## config.mk

```make
export PLATFORM = sky130hd
export DESIGN_NAME = uart_rx_ctrl_flat
export DESIGN_NICKNAME = d
export VERILOG_FILES = /design/src/rtl/uart_pkg.sv /design/src/rtl/uart_rx_ctrl_if.sv /design/src/rtl/uart_rx_fifo.sv /design/src/rtl/uart_rx_ctrl.sv /design/src/flat_wrapper.sv
export SDC_FILE = /design/constraint.sdc
export NUM_CORES = 1
export LEC_CHECK = 0
export BUFFER_PORTS_ARGS = -buffer_cell sky130_fd_sc_hd__buf_2
export CAP_MARGIN = 20
export CORE_UTILIZATION = 53
export CTS_BUF_LIST = sky130_fd_sc_hd__clkbuf_8
export DETAILED_ROUTE_END_ITERATION = 10
export MAX_ROUTING_LAYER = met4
export PLACE_DENSITY = 0.75
export SYNTH_ARGS = -nofsm -noshare
export SYNTH_HDL_FRONTEND = slang
export SYNTH_SLANG_ARGS = --single-unit
```

## constraint.sdc

```tcl
create_clock -name clk -period 1.85 [get_ports clk]
set_clock_uncertainty 0.15 [all_clocks]
set_input_delay 0.2775 -clock clk [delete_from_list [all_inputs] [get_ports clk]]
set_output_delay 0.2775 -clock clk [all_outputs]
set_load 0.02 [all_outputs]
```

## src/rtl/uart_pkg.sv

```systemverilog
// uart_pkg: shared constants and FSM state encoding for the UART receive
// controller slice.
package uart_pkg;

    // Controller states: OFF (disabled), ARM (waiting for a quiet line), RUN
    typedef enum logic [1:0] {
        ST_OFF = 2'd0,
        ST_ARM = 2'd1,
        ST_RUN = 2'd2
    } state_t;

    localparam int OVERSAMPLE = 16;
    localparam int DBIT_DEF   = 8;
    localparam int IDLE_W     = $clog2(OVERSAMPLE);

endpackage

```

## src/rtl/uart_rx_ctrl_if.sv

```systemverilog
// uart_rx_ctrl_if: host-side read port of the receive FIFO.
//   rd       host -> ctrl  pop request
//   r_data   ctrl -> host  FIFO head (first-word-fall-through)
//   rx_empty ctrl -> host  FIFO empty
//   rx_full  ctrl -> host  FIFO full
interface uart_rx_ctrl_if
    import uart_pkg::*;
#(
    parameter int DBIT = DBIT_DEF
);
    logic            rd;
    logic [DBIT-1:0] r_data;
    logic            rx_empty;
    logic            rx_full;

    modport master (output rd, input r_data, rx_empty, rx_full);
    modport slave  (input rd, output r_data, rx_empty, rx_full);
endinterface

```

## src/rtl/uart_rx_fifo.sv

```systemverilog
// uart_rx_fifo: 2^FIFO_W deep first-word-fall-through FIFO.
//   wr/w_data  write request and data (dropped when full unless popping)
//   rd         pop request (ignored when empty)
//   r_data     current head, combinational from storage
//   empty/full occupancy status
module uart_rx_fifo
    import uart_pkg::*;
#(
    parameter int DBIT   = DBIT_DEF,
    parameter int FIFO_W = 2
) (
    input  logic            clk,
    input  logic            reset,
    input  logic            wr,
    input  logic [DBIT-1:0] w_data,
    input  logic            rd,
    output logic [DBIT-1:0] r_data,
    output logic            empty,
    output logic            full
);
    localparam int              DEPTH   = 1 << FIFO_W;
    localparam logic [FIFO_W:0] DEPTH_C = (FIFO_W + 1)'(DEPTH);

    logic [DBIT-1:0]   mem [DEPTH];
    logic [FIFO_W-1:0] wptr, rptr;
    logic [FIFO_W:0]   count;
    logic              do_rd, do_wr;

    assign empty  = (count == '0);
    assign full   = (count == DEPTH_C);
    assign r_data = mem[rptr];

    // A pop frees a slot in the same clock, so a full FIFO still accepts
    // a write when it is also being read.
    assign do_rd = rd && !empty;
    assign do_wr = wr && (!full || do_rd);

    always_ff @(posedge clk) begin
        if (reset) begin
            for (int i = 0; i < DEPTH; i++) mem[i] <= '0;
            wptr  <= '0;
            rptr  <= '0;
            count <= '0;
        end else begin
            if (do_wr) begin
                mem[wptr] <= w_data;
                wptr      <= wptr + FIFO_W'(1);
            end
            if (do_rd) rptr <= rptr + FIFO_W'(1);
            case ({do_wr, do_rd})
                2'b10:   count <= count + (FIFO_W + 1)'(1);
                2'b01:   count <= count - (FIFO_W + 1)'(1);
                default: count <= count;
            endcase
        end
    end

endmodule

```

## src/rtl/uart_rx_ctrl.sv

```systemverilog
// uart_rx_ctrl: front end for a UART receiver. Synchronizes the raw pin,
// generates the 16x oversample tick, waits for 16 consecutive idle ticks
// before letting the receiver see the line, and buffers received bytes.
//   clk/reset          clock, synchronous active-high reset
//   rx_en              enable; low forces OFF
//   dvsr               tick divisor (period dvsr+1 clocks)
//   rx_in              raw serial pin
//   rx_sync, s_tick    line and tick to the receiver
//   rx_done_tick/rx_dout  byte from the receiver
//   host               FIFO read port (rd, r_data, rx_empty, rx_full)
//   overrun/clr_err    sticky byte-lost flag and its clear
//   rx_active          high in RUN
module uart_rx_ctrl
    import uart_pkg::*;
#(
    parameter int DBIT   = DBIT_DEF,
    parameter int DVSR_W = 11,
    parameter int FIFO_W = 2
) (
    input  logic              clk,
    input  logic              reset,
    input  logic              rx_en,
    input  logic [DVSR_W-1:0] dvsr,
    input  logic              rx_in,
    output logic              rx_sync,
    output logic              s_tick,
    input  logic              rx_done_tick,
    input  logic [DBIT-1:0]   rx_dout,
    uart_rx_ctrl_if.slave     host,
    output logic              overrun,
    input  logic              clr_err,
    output logic              rx_active
);
    state_t            state;
    logic [DVSR_W-1:0] baud_cnt;
    logic [IDLE_W-1:0] idle_cnt;
    logic              sync1, sync2;
    logic              wr_req, ovf_set;

    // Two-flop synchronizer; idles high like the line
    always_ff @(posedge clk) begin
        if (reset) begin
            sync1 <= 1'b1;
            sync2 <= 1'b1;
        end else begin
            sync1 <= rx_in;
            sync2 <= sync1;
        end
    end

    // Receiver sees a forced idle line until the link has been quiet long enough
    assign rx_sync = (state == ST_RUN) ? sync2 : 1'b1;

    always_ff @(posedge clk) begin
        if (reset) begin
            state     <= ST_OFF;
            baud_cnt  <= '0;
            s_tick    <= 1'b0;
            idle_cnt  <= '0;
            rx_active <= 1'b0;
        end else if (!rx_en) begin
            state     <= ST_OFF;
            baud_cnt  <= '0;
            s_tick    <= 1'b0;
            idle_cnt  <= '0;
            rx_active <= 1'b0;
        end else if (state == ST_OFF) begin
            state    <= ST_ARM;
            baud_cnt <= '0;
            s_tick   <= 1'b0;
            idle_cnt <= '0;
        end else begin
            // s_tick is registered: it is high the clock after count==dvsr
            if (baud_cnt == dvsr) begin
                baud_cnt <= '0;
                s_tick   <= 1'b1;
            end else begin
                baud_cnt <= baud_cnt + DVSR_W'(1);
                s_tick   <= 1'b0;
            end
            if (state == ST_ARM && s_tick) begin
                if (!sync2) begin
                    idle_cnt <= '0;
                end else if (idle_cnt == IDLE_W'(OVERSAMPLE - 1)) begin
                    state     <= ST_RUN;
                    rx_active <= 1'b1;
                end else begin
                    idle_cnt <= idle_cnt + IDLE_W'(1);
                end
            end
        end
    end

    assign wr_req  = rx_done_tick && (state == ST_RUN);
    assign ovf_set = wr_req && host.rx_full && !host.rd;

    // Set wins over clear so a coincident loss is never hidden
    always_ff @(posedge clk) begin
        if (reset)        overrun <= 1'b0;
        else if (ovf_set) overrun <= 1'b1;
        else if (clr_err) overrun <= 1'b0;
    end

    uart_rx_fifo #(.DBIT(DBIT), .FIFO_W(FIFO_W)) u_fifo (
        .clk    (clk),
        .reset  (reset),
        .wr     (wr_req),
        .w_data (rx_dout),
        .rd     (host.rd),
        .r_data (host.r_data),
        .empty  (host.rx_empty),
        .full   (host.rx_full)
    );

endmodule

```

## src/flat_wrapper.sv

```systemverilog
// flat-port wrapper written by rule: the top's interface ports become plain ports
module uart_rx_ctrl_flat import uart_pkg::*;
#(
    parameter int DBIT   = DBIT_DEF,
    parameter int DVSR_W = 11,
    parameter int FIFO_W = 2
)
  (clk, reset, rx_en, dvsr, rx_in, rx_sync, s_tick, rx_done_tick, rx_dout, overrun, clr_err, rx_active, host_rd, host_r_data, host_rx_empty, host_rx_full);
  uart_rx_ctrl_if #(.DBIT(DBIT)) host_i ();
  input  logic clk;
  input  logic reset;
  input  logic rx_en;
  input  logic [DVSR_W-1:0] dvsr;
  input  logic rx_in;
  output logic rx_sync;
  output logic s_tick;
  input  logic rx_done_tick;
  input  logic [DBIT-1:0] rx_dout;
  output logic overrun;
  input  logic clr_err;
  output logic rx_active;
  input wire logic [$bits(host_i.rd)-1:0] host_rd;
  output wire logic [$bits(host_i.r_data)-1:0] host_r_data;
  output wire logic [$bits(host_i.rx_empty)-1:0] host_rx_empty;
  output wire logic [$bits(host_i.rx_full)-1:0] host_rx_full;
  assign host_i.rd = host_rd;
  assign host_r_data = host_i.r_data;
  assign host_rx_empty = host_i.rx_empty;
  assign host_rx_full = host_i.rx_full;
  uart_rx_ctrl #(.DBIT(DBIT), .DVSR_W(DVSR_W), .FIFO_W(FIFO_W)) u_core (.clk(clk), .reset(reset), .rx_en(rx_en), .dvsr(dvsr), .rx_in(rx_in), .rx_sync(rx_sync), .s_tick(s_tick), .rx_done_tick(rx_done_tick), .rx_dout(rx_dout), .host(host_i), .overrun(overrun), .clr_err(clr_err), .rx_active(rx_active));
endmodule
```

# After elaboration in Yosys (flattened, before gate mapping)
# Memories as Yosys holds them, arrays and structs flattened. A register that Yosys moved wholly into a read port is not among the register bits.
# Cells that the tools add are included.
classes:
  eq_ne: 8
  n_mux: 21
  n_reduce_logical: 25
  addsub: 6
  n_bitwise: 2
ops:
  columns: ["cell", "n"]
  rows:
  - ["$mux W1", 14]
  - ["$add A11 B1 Y11 const B", 1]
  - ["$eq A11 B11 Y1", 1]
  - ["$reduce_bool A2 Y1", 5]
  - ["$mux W4", 2]
  - ["$mux W8", 1]
  - ["$reduce_or A8 Y1", 1]
  - ["$logic_and A1 B1 Y1", 6]
  - ["$mux W2", 3]
  - ["$pmux W3 S2", 1]
  - ["$reduce_and A3 Y1", 2]
  - ["$add A2 B1 Y2 const B", 2]
  - ["$add A4 B1 Y4 const B", 1]
  - ["$eq A2 B1 Y1 const B", 2]
  - ["$eq A2 B2 Y1 const B", 2]
  - ["$eq A4 B4 Y1 const B", 1]
  - ["$reduce_and A4 Y1", 1]
  - ["$reduce_or A4 Y1", 1]
  - ["$add A3 B1 Y3 const B", 1]
  - ["$eq A3 B3 Y1 const B", 1]
  - ["$logic_not A1 Y1", 3]
  - ["$logic_not A3 Y1", 1]
  - ["$reduce_or A3 Y1", 1]
  - ["$sub A3 B1 Y3 const B", 1]
  - ["other kinds (6)", 7]
word_totals:
  output_inout_bits: 14
  mem_bits_rw: 32
  ff_bits: 29
  wordCells: 75
  mem_count: 1
memory_table:
  columns: ["memory", "depth", "width", "rd", "rd_clocked_by_memory_dff", "wr", "line", "source"]
  rows:
  - ["u_core.u_fifo.mem", 4, 8, 1, 1, 4, "uart_rx_fifo.sv:24", "logic [DBIT-1:0] mem [DEPTH];"]

# Depth between registers and ports, before layout
depth:
  ltp_word: 10
  depth_mapped: 7
  depth_no_buf: 7

# Hierarchy
# From an unflattened synthesis, not the netlist that was laid out.
unflattened:
  hier_cells: 242
  hier_area_um2: 2854.0
modules_own_cells:
  columns: ["module", "cells_per_inst", "area_per_inst_um2", "n_inst"]
  rows:
  - ["uart_rx_fifo", 131, 1853.0, 1]
  - ["uart_rx_ctrl", 111, 1001.0, 1]

# Least setup slack after synthesis
# No wires, ideal clock.
synth_path:
  path_type: "register -> register"
  start: "register u_core.u_fifo.count[1]"
  end: "register u_core.u_fifo.count[2]"
  setup_time_ps: 131
  path_stages_with_launch: 8
  period_less_slack_ps: 2051
  t_arrival_ps: 1771
  path_slack_ps: -201
  cell_sequence: "dfxtp_1 -> o31a_1 -> and2_4 -> inv_1 -> fa_1 -> nor4_1 -> o21ai_0 -> nor3b_1"
synth_between:
  elab_chain_cells: 7
synth_rtl:
  columns: ["item", "line", "source"]
  rows:
  - ["start, declared", "uart_rx_fifo.sv:26", "logic [FIFO_W:0] count;"]
  - ["start signal, assigned", "uart_rx_fifo.sv:51", "2'b10: count <= count + (FIFO_W + 1)'(1);"]
  - ["start signal, assigned", "uart_rx_fifo.sv:52", "2'b01: count <= count - (FIFO_W + 1)'(1);"]
  - ["start signal, assigned", "uart_rx_fifo.sv:53", "default: count <= count;"]
  - ["$logic_not A3 Y1", "uart_rx_fifo.sv:29", "assign empty = (count == '0);"]
  - ["$logic_not A1 Y1", "uart_rx_fifo.sv:35", "assign do_rd = rd && !empty;"]
  - ["$logic_and A1 B1 Y1", "uart_rx_fifo.sv:35", null]
  - ["$logic_or A1 B1 Y1", "uart_rx_fifo.sv:36", "assign do_wr = wr && (!full || do_rd);"]
  - ["$logic_and A1 B1 Y1", "uart_rx_fifo.sv:36", null]
  - ["$eq A2 B1 Y1 or $eq A2 B2 Y1 (tied branches)", "uart_rx_fifo.sv:50", "case ({do_wr, do_rd})"]
  - ["$pmux W3 S2 or $reduce_bool A2 Y1 (tied branches)", null, null]
# Parallel ways exist; a longest one is shown, timed or not.
# A chain may end at the register's enable or synchronous reset.

==> reports/summary.log <==
[floorplanning] die area 5687 µm²
[floorplanning] die width 75.42 µm
[clock_network] clock transition at the registers of the reported paths 0.06 ns
[cells_and_area] fraction of layout instances using a drive strength above 1 0.3203
[timing] Max Transition Viols Final 0
[yosys] average cell area after synthesis 11.85 µm²
[clock_network] buffers from clock root to sink, at most 2
[critical_path] type of element launching the critical path register
[placed_design] worst slack at placement 0.006320 ns
[timing] setup ws final -0.05518 ns
[cells_and_area] Ant. Diodes 0
[timing] slew at the pin closest to its max-slew limit 0.4148 ns
[clock_network] depth of the CTS H-tree 3
[yosys] main flop type after synthesis sky130_fd_sc_hd__edfxtp_1
[critical_path] endpoint of the most critical register-to-register path u_core.u_fifo.count[2]
[critical_path] worst reg-to-reg path cell count 7
[detailed_routing] Detailed Route Iter0 Violations 90
[yosys] ranking of synthesized cells by instance count 32 x sky130_fd_sc_hd__and2_1, 32 x sky130_fd_sc_hd__edfxtp_1, 31 x sky130_fd_sc_hd__dfxtp_1
[timing] Final min period 1.905 ns
[detailed_routing] post-detailed-route DRC marker count 0
[critical_path] worst-case register-to-register setup slack -0.01 ns
[critical_path] arrival time at the worst endpoint 1.48 ns
[clock_network] number of clock buffers inserted by TritonCTS 9
[power] Clock Power Share 0.334
[worst_hold_path] HP Class in -> reg
[yosys] cell taking the most area after synthesis sky130_fd_sc_hd__edfxtp_1
[yosys] post-synthesis sequential area ratio 0.5537
[grt] initial antenna violation count 0
[timing] RSZ-0062 raised after global routing yes
[grt] Overflow after GRT 0
[timing] max-slew headroom at the worst pin 0.7209
[yosys] post-synthesis sequential element count 63
[yosys] Netlist Area Pre-Place 2856 µm²
[yosys] main area contributors after synthesis sky130_fd_sc_hd__edfxtp_1 34%, sky130_fd_sc_hd__dfxtp_1 22%, sky130_fd_sc_hd__and2_1 7.0%
[detailed_routing] iteration count of the initial detailed-routing pass 4
[yosys] post-synth top area share 0.3364
[placed_design] buffers added on ports 39
[floorplanning] Boundary Pins 40
[placed_design] DPL Wire Length 3532 µm
[yosys] instance count of the mapped netlist 241
[outcome] run status finished with violations
[yosys] proportion of synthesized flip-flops having asynchronous set or reset 0
[detailed_routing] antenna-violating nets left 0
[critical_path] endpoint type of the worst setup path output port
[grt] overall track demand over capacity in global routing 0.2139
[power] combinational power share 0.213
[yosys] number of enable-type register cells in the synthesized netlist 32
[clock_network] TritonCTS clock tree built
[power] Max rail drop VDD 0.7667 mV
[yosys] synthesis warning total 0
[timing] Max Clk Rate 0.5249 GHz
[detailed_routing] overall via count from detail_route 1954
[cells_and_area] Area Overhead vs Synth 25.19%
[floorplanning] starting density of the core 0.5557
[critical_path] launch instance of the worst register-to-register path u_core.state[0]
[power] Sw Pwr 947.0 µW
[power] reported leakage power 0.001379 µW
[timing] number of setup violations in the final report 9
[power] sequential power share 0.453
[critical_path] Crit path required time 1.42 ns
[clock_network] Clock Latency Late Sink 0.33 ns
[power] Internal Dissipation 2712 µW
[timing] setup TNS -0.2961 ns
[grt] wire length of the first global-routing pass 8521 µm
[floorplanning] num rows 26
[detailed_routing] per-cell via count in the routed design 5.197
[floorplanning] Die Y 75.42 µm
[critical_path] Critical Setup Path Class reg -> out
[outcome] violations in the final reports setup timing
[detailed_routing] wirelength, routed 5134 µm
[grt] maximum number of pins on one net before global-route repair 16
[clock_network] Sinks on Clock Net 63
[grt] via count of the first global-routing pass 1913
[clock_network] clock tree root buffer cell sky130_fd_sc_hd__clkbuf_8
[power] Power Dens Cells 1023 nW/µm²
[critical_path] crit path max fanout 8
[cells_and_area] Post-Route Utilization 0.6957
[floorplanning] Core Region 5140 µm²
[yosys] number of library cell types mapped by synthesis 45
[detailed_routing] Avg WL per Cell 13.65 µm
[worst_hold_path] Cells on Worst Hold Path 4
[timing] Hold Vio Cnt, Final 0
[placed_design] GP Congestion 0.8285
[power] switching part of the total 0.2588
[timing] final critical-path share of the clock period 1.030
[cells_and_area] final layout net count 330
[flow_run] max-cap check violation count 0
[yosys] syn_nets 270
[critical_path] worst setup path end host_r_data[4]
## critical path, cell delays in order (launching register included)
cell                      delay (ns)
sky130_fd_sc_hd__dfxtp_2        0.34
sky130_fd_sc_hd__buf_12         0.13
sky130_fd_sc_hd__mux4_2         0.52
sky130_fd_sc_hd__buf_6          0.15
## layer usage
layer  vias to the layer above  global-route usage  routed length, µm
li1                        973                   -                  -
met1                       922              0.2313               2207
met2                        44              0.3661               2607
met3                        15             0.05026                185
met4                         0              0.1111                133
met5                         -                   -                  0
## power by group through the flow
stage	Combinational, µW	Clock [µW]	Sequential [µW]
global placement	678	0	1660
global route	862	1300	1670
detailed placement	698	0	1670
CTS	757	1250	1640
floorplan	490	0	1640
finish	780	1220	1660
## sequential cells by signal, indices dropped and copies added, names as in the netlist, named ones only
| name | flops |
|---|---|
| u_core.baud_cnt | 11 |
| u_core.idle_cnt | 4 |
| u_core.rx_active | 1 |
| u_core.s_tick | 1 |
| u_core.state | 2 |
| u_core.u_fifo.count | 3 |
| u_core.u_fifo.rptr | 2 |
| u_core.sync1 | 1 |
| u_core.u_fifo.wptr | 2 |
| u_core.sync2 | 1 |
| u_core.overrun | 1 |
| u_core.u_fifo.mem | 32 |
## worst min-delay path by stage
stage | startpoint | end | slack [ns]
final | clr_err | u_core.overrun | 0.1
after global routing | rx_dout[3] | u_core.u_fifo.mem[2][3] | 0.11
after CTS | rx_en | u_core.rx_active | 0.09
after detailed placement | u_core.sync1 | u_core.sync2 | 0.25
after global placement | u_core.sync1 | u_core.sync2 | 0.25
after floorplan | rx_in | u_core.sync1 | 0.23
## layout by cell type (no fill, tap or decap), types with 5 or more instances in the layout
master,instances
sky130_fd_sc_hd__dfxtp_1,27
sky130_fd_sc_hd__nor3_1,8
sky130_fd_sc_hd__clkbuf_8,9
sky130_fd_sc_hd__inv_1,8
sky130_fd_sc_hd__xnor2_1,6
sky130_fd_sc_hd__buf_2,31
sky130_fd_sc_hd__buf_6,11
sky130_fd_sc_hd__edfxtp_1,32
sky130_fd_sc_hd__and2_1,32
sky130_fd_sc_hd__buf_4,11
sky130_fd_sc_hd__nand3_1,5
sky130_fd_sc_hd__mux4_2,8
sky130_fd_sc_hd__a21oi_1,6
sky130_fd_sc_hd__nand2_1,10
sky130_fd_sc_hd__nor2_1,25
sky130_fd_sc_hd__xor2_1,18
## what timing repair did
item	4_1_cts	5_1_grt
pin swaps	0	2
gates resized for setup	17	10
buffers inserted	0	4
hold buffers	1	0
cloned	0	0
setup endpoints to repair	8	11
endpoints found under the hold margin	1	0
## layout make-up
cell class | instances | area [µm²]
multi-input cells | 165 | 1256
inverters | 6 | 22.52
clock inverters | 7 | 80.08
fillers | 405 | 1564
repair buffers | 56 | 411.6
well taps | 70 | 87.58
clock buffers | 9 | 123.9
flip-flops and latches | 63 | 1594
## stage by stage
stage / instances / power (µW) / area (µm²) / hold slack [ns]
finish: 376 / 3659 / 3576 / 0.09881
global route: 376 / 3829 / 3576 / 0.1114
CTS: 372 / 3645 / 3506 / 0.08931
detailed placement: 355 / 2369 / 3241 / 0.2480
global placement: 355 / 2342 / 3241 / 0.2503
floorplan: 241 / 2131 / 2873 / 0.2313
## kinds of logic after synthesis
| group | after synthesis | share of synthesized area |
|---|---|---|
| DFF | 63 | 0.5537 |
| xor gates and xnor gates | 24 | 0.07359 |
| buffers and inverters | 13 | 0.01839 |
| AOI/OAI and AO/OA | 18 | 0.04161 |
| and+or+nand+nor | 112 | 0.2339 |
| adders and majority gates | 3 | 0.01577 |
| muxes | 8 | 0.06307 |
Power figures use the tool's default switching activity.
